===== config.mk =====
export PLATFORM = sky130hd
export DESIGN_NAME = sat_addsub_arb
export DESIGN_NICKNAME = d
export VERILOG_FILES = /design/src/rtl/sat_addsub_arb.sv
export SDC_FILE = /design/constraint.sdc
export NUM_CORES = 1
export LEC_CHECK = 0
export BUFFER_PORTS_ARGS = -buffer_cell sky130_fd_sc_hd__buf_2
export CAP_MARGIN = 20
export CELL_PAD_IN_SITES_DETAIL_PLACEMENT = 1
export CELL_PAD_IN_SITES_GLOBAL_PLACEMENT = 1
export CORE_MARGIN = 2
export CORE_UTILIZATION = 33
export DETAILED_ROUTE_END_ITERATION = 6
export PLACE_DENSITY = 0.85
export SLEW_MARGIN = 20
export SYNTH_ARGS = -nofsm -noshare
export SYNTH_HDL_FRONTEND = slang
export SYNTH_SLANG_ARGS = --single-unit

===== constraint.sdc =====
create_clock -name clk -period 4.5 [get_ports clk]
set_clock_uncertainty 0.15 [all_clocks]
set_input_delay 0.9 -clock clk [delete_from_list [all_inputs] [get_ports clk]]
set_output_delay 0.9 -clock clk [all_outputs]
set_load 0.01 [all_outputs]

===== src/rtl/sat_addsub_arb.sv =====
// Round-robin arbiter in front of one shared 16-bit saturating add/subtract unit.
// One operation in flight; the tagged result is held until the consumer takes it.
module sat_addsub_arb #(
    parameter int NUM_REQ = 4,
    parameter int ID_W    = 2
) (
    input  logic                   clk,
    input  logic                   rst,
    input  logic [NUM_REQ-1:0]     req_valid,
    output logic [NUM_REQ-1:0]     req_ready,
    input  logic [16*NUM_REQ-1:0]  req_a,
    input  logic [16*NUM_REQ-1:0]  req_b,
    input  logic [NUM_REQ-1:0]     req_sub,
    output logic                   rsp_valid,
    input  logic                   rsp_ready,
    output logic [ID_W-1:0]        rsp_id,
    output logic [15:0]            rsp_sum,
    output logic                   rsp_pos_ovfl,
    output logic                   rsp_neg_ovfl,
    output logic [15:0]            sat_cnt
);

    typedef enum logic [1:0] {IDLE, EXEC, RESP} state_t;

    state_t                state_reg, state_next;
    logic [ID_W-1:0]       last_grant_reg;
    logic [15:0]           op_a_reg, op_b_reg;
    logic                  op_sub_reg;
    logic [ID_W-1:0]       op_id_reg;
    logic                  rsp_valid_reg;
    logic [ID_W-1:0]       rsp_id_reg;
    logic [15:0]           rsp_sum_reg;
    logic                  rsp_pos_reg, rsp_neg_reg;
    logic [15:0]           sat_cnt_reg;

    logic [15:0]           a_arr [NUM_REQ];
    logic [15:0]           b_arr [NUM_REQ];
    logic [ID_W-1:0]       cand_idx [NUM_REQ];
    logic                  arb_en, grant_found, grant_fire;
    logic [ID_W-1:0]       grant_idx;
    logic signed [16:0]    ext_a, ext_b, exact;
    logic                  pos_ovfl, neg_ovfl;
    logic [15:0]           sat_sum;

    // cand_idx[k] is the k-th candidate in round-robin order after the last winner.
    for (genvar gi = 0; gi < NUM_REQ; gi++) begin : g_unpack
        assign a_arr[gi]    = req_a[16*gi +: 16];
        assign b_arr[gi]    = req_b[16*gi +: 16];
        assign cand_idx[gi] = ID_W'((int'(last_grant_reg) + gi + 1) % NUM_REQ);
    end

    assign arb_en = (state_reg == IDLE) || ((state_reg == RESP) && rsp_ready);

    always_comb begin
        grant_found = 1'b0;
        grant_idx   = '0;
        // Walk from the farthest candidate down so the nearest valid one wins.
        for (int k = NUM_REQ - 1; k >= 0; k--) begin
            if (req_valid[cand_idx[k]]) begin
                grant_found = 1'b1;
                grant_idx   = cand_idx[k];
            end
        end
    end

    assign grant_fire = arb_en && grant_found && !rst;
    assign req_ready  = grant_fire ? (NUM_REQ'(1) << grant_idx) : '0;

    always_comb begin
        state_next = state_reg;
        case (state_reg)
            IDLE:    state_next = grant_found ? EXEC : IDLE;
            EXEC:    state_next = RESP;
            RESP:    if (rsp_ready) state_next = grant_found ? EXEC : IDLE;
            default: state_next = IDLE;
        endcase
    end

    // Exact 17-bit result; subtracting 0x8000 must yield +32768, not a wrapped negate.
    assign ext_a    = {op_a_reg[15], op_a_reg};
    assign ext_b    = {op_b_reg[15], op_b_reg};
    assign exact    = op_sub_reg ? (ext_a - ext_b) : (ext_a + ext_b);
    assign pos_ovfl = !exact[16] && exact[15];
    assign neg_ovfl = exact[16] && !exact[15];
    assign sat_sum  = pos_ovfl ? 16'h7FFF : (neg_ovfl ? 16'h8000 : exact[15:0]);

    always_ff @(posedge clk or posedge rst) begin
        if (rst) begin
            state_reg      <= IDLE;
            last_grant_reg <= ID_W'(NUM_REQ - 1);
            op_a_reg       <= '0;
            op_b_reg       <= '0;
            op_sub_reg     <= 1'b0;
            op_id_reg      <= '0;
            rsp_valid_reg  <= 1'b0;
            rsp_id_reg     <= '0;
            rsp_sum_reg    <= '0;
            rsp_pos_reg    <= 1'b0;
            rsp_neg_reg    <= 1'b0;
            sat_cnt_reg    <= '0;
        end else begin
            state_reg <= state_next;
            if (grant_fire) begin
                op_a_reg       <= a_arr[grant_idx];
                op_b_reg       <= b_arr[grant_idx];
                op_sub_reg     <= req_sub[grant_idx];
                op_id_reg      <= grant_idx;
                last_grant_reg <= grant_idx;
            end
            if (state_reg == EXEC) begin
                rsp_valid_reg <= 1'b1;
                rsp_sum_reg   <= sat_sum;
                rsp_pos_reg   <= pos_ovfl;
                rsp_neg_reg   <= neg_ovfl;
                rsp_id_reg    <= op_id_reg;
            end else if ((state_reg == RESP) && rsp_ready) begin
                rsp_valid_reg <= 1'b0;
                if ((rsp_pos_reg || rsp_neg_reg) && (sat_cnt_reg != 16'hFFFF))
                    sat_cnt_reg <= sat_cnt_reg + 16'd1;
            end
        end
    end

    assign rsp_valid    = rsp_valid_reg;
    assign rsp_id       = rsp_id_reg;
    assign rsp_sum      = rsp_sum_reg;
    assign rsp_pos_ovfl = rsp_pos_reg;
    assign rsp_neg_ovfl = rsp_neg_reg;
    assign sat_cnt      = sat_cnt_reg;

endmodule

== Word-level counts from Yosys, hierarchy flattened ==
Index checks and enable logic that the tools add are counted.

* Flip-flop bits (word level): 76
* Bits in latches: 0
* Memory bits (writable): 0
* Memory bits (read-only): 0
* Output and inout port bits: 41
* Word-level logic and storage cells: 81
* Memories: 0

* Add/subtract/negate cells: 9
* $mul: 0
* Div/mod/pow operators: 0
* Magnitude comparators: 6
* Equality and inequality tests: 4
* Shifts and indexed selects: 1
* Mux-type cells: 33
* Bitwise gates (word level): 2
* Reductions and logical operators: 14

{| class="wikitable"
|+ Operators by type and width
! cell !! number
|-
| $mux W16 || 6
|-
| $bmux W16 S2 || 2
|-
| $add A16 B16 Y17 || 1
|-
| $mux W17 || 1
|-
| $sub A16 B16 Y17 || 1
|-
| $add A16 B1 Y16 const B || 1
|-
| $ne A16 B16 Y1 const B || 1
|-
| $lt A2 B3 Y1 const B || 5
|-
| $mux W1 || 12
|-
| $bmux W1 S2 || 5
|-
| $mux W2 || 5
|-
| $add A2 B1 Y2 const B || 4
|-
| $logic_and A1 B1 Y1 || 6
|-
| $pmux W2 S3 || 1
|-
| $add A2 B2 Y2 const B || 2
|-
| $mux W4 || 1
|-
| $shl A1 B2 Y4 const A || 1
|-
| $ge A3 B3 Y1 const B || 1
|-
| $logic_not A1 Y1 || 3
|-
| $not A2 Y3 || 1
|-
| $reduce_and A3 Y1 || 1
|-
| $eq A2 B1 Y1 const B || 1
|-
| $eq A2 B2 Y1 const B || 1
|-
| $logic_not A2 Y1 || 1
|-
| other kinds (4) || 5
|}

== Logic depth before layout (Yosys ltp) ==
* Depth after elaboration: 12
* Gate-level depth with buffers: 16
* Mapped depth without buffers: 14

== Least setup slack after synthesis ==
No wires, ideal clock.

* Path type: input port to output port
* From: in rst
* To: out req_ready[1]
* Arrival: 3.679 ns
* Required time: 3.450 ns
* Path slack: -0.229 ns
* Stages on the path: 4
* Buffers on the path: 1
* Cell sequence: inv_1 nand2_1 clkbuf_1 nor3b_1

* Longest elaborated chain between the ends: 3

{| class="wikitable"
|+ RTL lines
! what !! RTL line !! RTL
|-
| start: declaration || 8 || <nowiki>input logic rst,</nowiki>
|-
| $logic_not A1 Y1 (no source line) || n/a ||
|-
| $logic_and A1 B1 Y1 || 66 || <nowiki>assign grant_fire = arb_en && grant_found && !rst;</nowiki>
|-
| $mux W4 || 67 || <nowiki>assign req_ready = grant_fire ? (NUM_REQ'(1) << grant_idx) : '0;</nowiki>
|-
| end: declaration || 10 || <nowiki>output logic [NUM_REQ-1:0] req_ready,</nowiki>
|}

No other way between the ends.

== Worst setup path in the final report ==
* From: reg op_b_reg[4]
* To: reg rsp_sum_reg[11], in the netlist rsp_sum[11]

* Longest elaborated chain between the ends: 6
* Elaborated cells on any way between the ends: 9
* Those cells by class: 2 x add/sub; 3 x mux; 4 x reduce/logical

{| class="wikitable"
|+ RTL lines
! what !! RTL line !! RTL
|-
| start: declaration || 27 || <nowiki>logic [15:0] op_a_reg, op_b_reg;</nowiki>
|-
| start signal: assignment || 105 || <nowiki>op_b_reg <= b_arr[grant_idx];</nowiki>
|-
| $add A16 B16 Y17 / $sub A16 B16 Y17 (equally long branches) || 82 || <nowiki>assign exact = op_sub_reg ? (ext_a - ext_b) : (ext_a + ext_b);</nowiki>
|-
| $mux W17 (*) || 82 ||
|-
| $logic_not A1 Y1 || 84 || <nowiki>assign neg_ovfl = exact[16] && !exact[15];</nowiki>
|-
| $logic_and A1 B1 Y1 || 84 ||
|-
| $mux W16 || 85 || <nowiki>assign sat_sum = pos_ovfl ? 16'h7FFF : (neg_ovfl ? 16'h8000 : exact[15:0]);</nowiki>
|-
| $mux W16 (*) || 85 ||
|-
| end signal: assignment || 112 || <nowiki>rsp_sum_reg <= sat_sum;</nowiki>
|-
| end: declaration || 32 || <nowiki>logic [15:0] rsp_sum_reg;</nowiki>
|}

Mark *: on every way between the ends. The rest lies on a longest branch, timed or not.
A chain may end at the register's enable or synchronous reset.

==> impl_metrics.py <==
metrics = {
    "floorplanning": {
        "die_w_um": 133.2,
        "coreArea_um2": 16470,
        "die_h_um": 133.2,
        "rows": 47,
        "die-area_um2": 17750,
        "start_util_pct": 33.47,
        "pin_count": 180,
    },
    "layout": {
        "diodes": 0,
        "drive_gt1_share_pct": 26.00,
        "postLayoutCellArea_um2": 7029,
        "final_nets": 1076,
        "syn_to_final_growth_pct": 27.54,
        "final_util_pct": 42.69,
    },
    "critical_path": {
        "crit_required_ns": 4.60,
        "worstPathCellList": "or4_4, nor3_2, nor4b_1, buf_4, a21oi_1, xnor2_1, ha_1, a21o_1, a31oi_1, o21ai_0, and2_1, o31ai_4, buf_4, a31oi_1, o31ai_1",
        "regToRegStartpoint": "op_b_reg[4]",
        "crit_end": "rsp_sum[11]",
        "r2r_cells": 15,
        "end_kind": "register",
        "max_stage_delay_ns": 0.56,
        "reg2reg_slack_ns": 0.28,
        "r2r_end": "rsp_sum[11]",
        "cp.arrival_ns": 4.32,
        "worstSetupStartpoint": "op_b_reg[4]",
        "cp_max_fo": 13,
        "cp_slowest_cell": "or4_4",
        "worstSetupPathType": "reg -> reg",
        "critPathLaunchType": "register",
    },
    "drt": {
        "wl_mm": 17.30,
        "wl_per_cell_um": 15.14,
        "drtIter0Drc": 227,
        "firstDrtPassIters": 4,
        "vias": 5791,
        "routed_via_density": 5.066,
        "drtAntennaViolNets": 0,
        "drc": 0,
    },
    "synth": {
        "synth_area_leaders": "dfrtp_1, nand2_1, o21ai_0",
        "netlist_area_um2": 5512,
        "ys_seq_elements": 76,
        "synth_nets": 913,
        "yosysTopAreaCellShare_pct": 33.60,
        "syn_inst": 755,
        "async_flop_share_pct": 100.0,
        "yosys_warnings": 0,
        "synth_edf_count": 0,
        "syn_avg_cell_area_um2": 7.300,
        "synth_top_cell_by_area": "dfrtp_1",
        "synth.yosys.seq_area_share_pct": 34.55,
        "ys.flop_type": "dfrtp_1",
        "synth_cell_type_count": 56,
    },
    "clock_network": {
        "clkTransAtPathRegs_ns": 0.06,
        "ctsHtreeMaxLevel": 3,
        "numCtsBuffers": 9,
        "root_buffer": "clkbuf_16",
        "clk_latency_ns": 0.35,
        "clockBufferDepth": 2,
        "cts_tree": "built",
        "clock_sink_count": 76,
    },
    "timing": {
        "drv_slew": 0,
        "rsz0062_at_grt": "no",
        "setup_viol": 0,
        "fin_ws_ns": 0.2826,
        "finalCriticalPeriod_ns": 4.217,
        "fin_crit_sh_pct": 93.72,
        "finalHoldViolCount": 0,
        "fin_setup_tns_ns": 0,
        "tightestPinTransition_ns": 0.9044,
        "max_slew_margin_pct": 39.71,
        "max_freq_ghz": 0.2371,
    },
    "run": {
        "max_cap_viol_count": 0,
    },
    "placed_design": {
        "placed_cell_area_um2": 6649,
        "io_buffers": 179,
        "hpwl_mm": 13.33,
        "gp_congestion": 0.8708,
        "pre_cts_ws_ns": -0.09776,
    },
    "global_route": {
        "grt_pass1_vias": 5868,
        "grt_antenna_before_repair": 1,
        "grt_overflow": 0,
        "grt_util_all_layers_pct": 19.47,
        "grt_pass1_wl_mm": 28.16,
        "grt_max_degree": 72,
    },
    "pwr": {
        "leakage_uw": 0.003503,
        "total_power_uw": 6794,
        "power.density_nw_per_um2": 966.6,
        "vdd_ir_drop_max_v": 0.0004582,
    },
    "status": {
        "outcome": "complete, no violations",
    },
    "min_path": {
        "hold_class": "in -> async",
    },
}
==> layout make-up <==
class | count | area (µm²)
Tap cell | 220 | 275.3
Clock buffer | 11 | 242.7
Multi-Input combinational cell | 613 | 3400
Fill cell | 2156 | 9437
Inverter | 18 | 71.32
Timing Repair Buffer | 200 | 1054
Sequential cell | 76 | 1904
Clock inverter | 5 | 82.58
==> through the flow <==
stage                     cells  hold WS [ns]
final                      1143        0.3125
after CTS                  1140        0.3036
after floorplan             755        0.2831
after global routing       1143        0.3154
after global placement     1124        0.3047
after detailed placement   1124        0.3117
==> routing by layer <==
layer	up-vias	global-route usage (%)	wire [µm]
li1	2910	-	-
met3	33	4.072	846
met2	166	32.67	8150
met1	2680	24.80	7920
met5	-	0	11
met4	2	7.270	371
==> power breakdown <==
part           internal [µW]  switching, µW
registers                984            284
clock network            504            291
logic                   1850           2880
==> cells in the final DEF (no fill, tap or decap), drive strengths merged, types with 5 or more instances in the layout <==
master / synthesis / final
nand2: 239 / 239
buf: 11 / 200
o21ai: 86 / 86
dfrtp: 74 / 74
nand3: 52 / 52
a21oi: 38 / 38
xnor2: 31 / 31
nor2: 28 / 28
inv: 18 / 19
ha: 18 / 18
a31oi: 12 / 12
clkbuf: 37 / 11
nand2b: 10 / 10
nor3: 10 / 10
o31ai: 10 / 10
xor2: 9 / 9
o211ai: 6 / 6
a21o: 6 / 6
a22oi: 5 / 5
==> worst min-delay path by stage <==
stage | from | to | slack, ns
4_1_cts | rst | state_reg[0] | 0.30
3_5_place_dp | op_id_reg[1] | rsp_id[1] | 0.31
2_1_floorplan | op_id_reg[0] | rsp_id[0] | 0.28
6_report | rst | state_reg[0] | 0.31
5_1_grt | rst | state_reg[0] | 0.32
3_3_place_gp | rsp_id[1] | rsp_id[1] | 0.30
==> repair_timing <==
action / 4_1_cts / 5_1_grt
buffers inserted: 0 / 3
resized for setup: 2 / 3
pin swaps: 0 / 1
hold buffers: 0 / 0
gates cloned: 0 / 0
endpoints found under the setup margin: 5 / 18
==> worst max-delay path: cells and delay by family (launching register included) <==
kind / cells / cell delay (ns)
flip-flops: 1 / 0.42
AO/OA/AOI/OAI: 7 / 1.49
AND/OR/NAND/NOR: 4 / 1.23
adder cells (fa/ha/maj): 1 / 0.23
XOR/XNOR: 1 / 0.13
buffers and inverters: 2 / 0.46
==> cells by family (layout without fill, tap and decap cells) <==
kind of cell / after synthesis / after routing / share of synthesized area, %
simple gates: 369 / 369 / 29.13
xor+xnor: 40 / 40 / 6.356
fa+ha+maj: 19 / 19 / 4.450
flops: 76 / 76 / 34.55
mux: 6 / 6 / 1.158
compound gates: 179 / 179 / 19.32
buf+inv: 66 / 234 / 5.039
==> cell usage after synthesis (all sizes together) (2+ instances only) <==
cell type / count
a2111oi: 2
a211oi: 4
a21o: 6
a21oi: 38
a22oi: 5
a31oi: 12
and2: 4
and3: 3
and4: 2
buf: 11
clkbuf: 37
dfrtp: 74
dfstp: 2
ha: 18
inv: 18
mux2: 3
mux2i: 3
nand2: 239
nand2b: 10
nand3: 52
nand4: 4
nor2: 28
nor2b: 2
nor3: 10
nor3b: 2
nor4: 4
o211ai: 6
o21a: 3
o21ai: 86
o311ai: 2
o31ai: 10
or3: 2
or4: 3
xnor2: 31
xor2: 9
(Power assumes the default switching activity.)
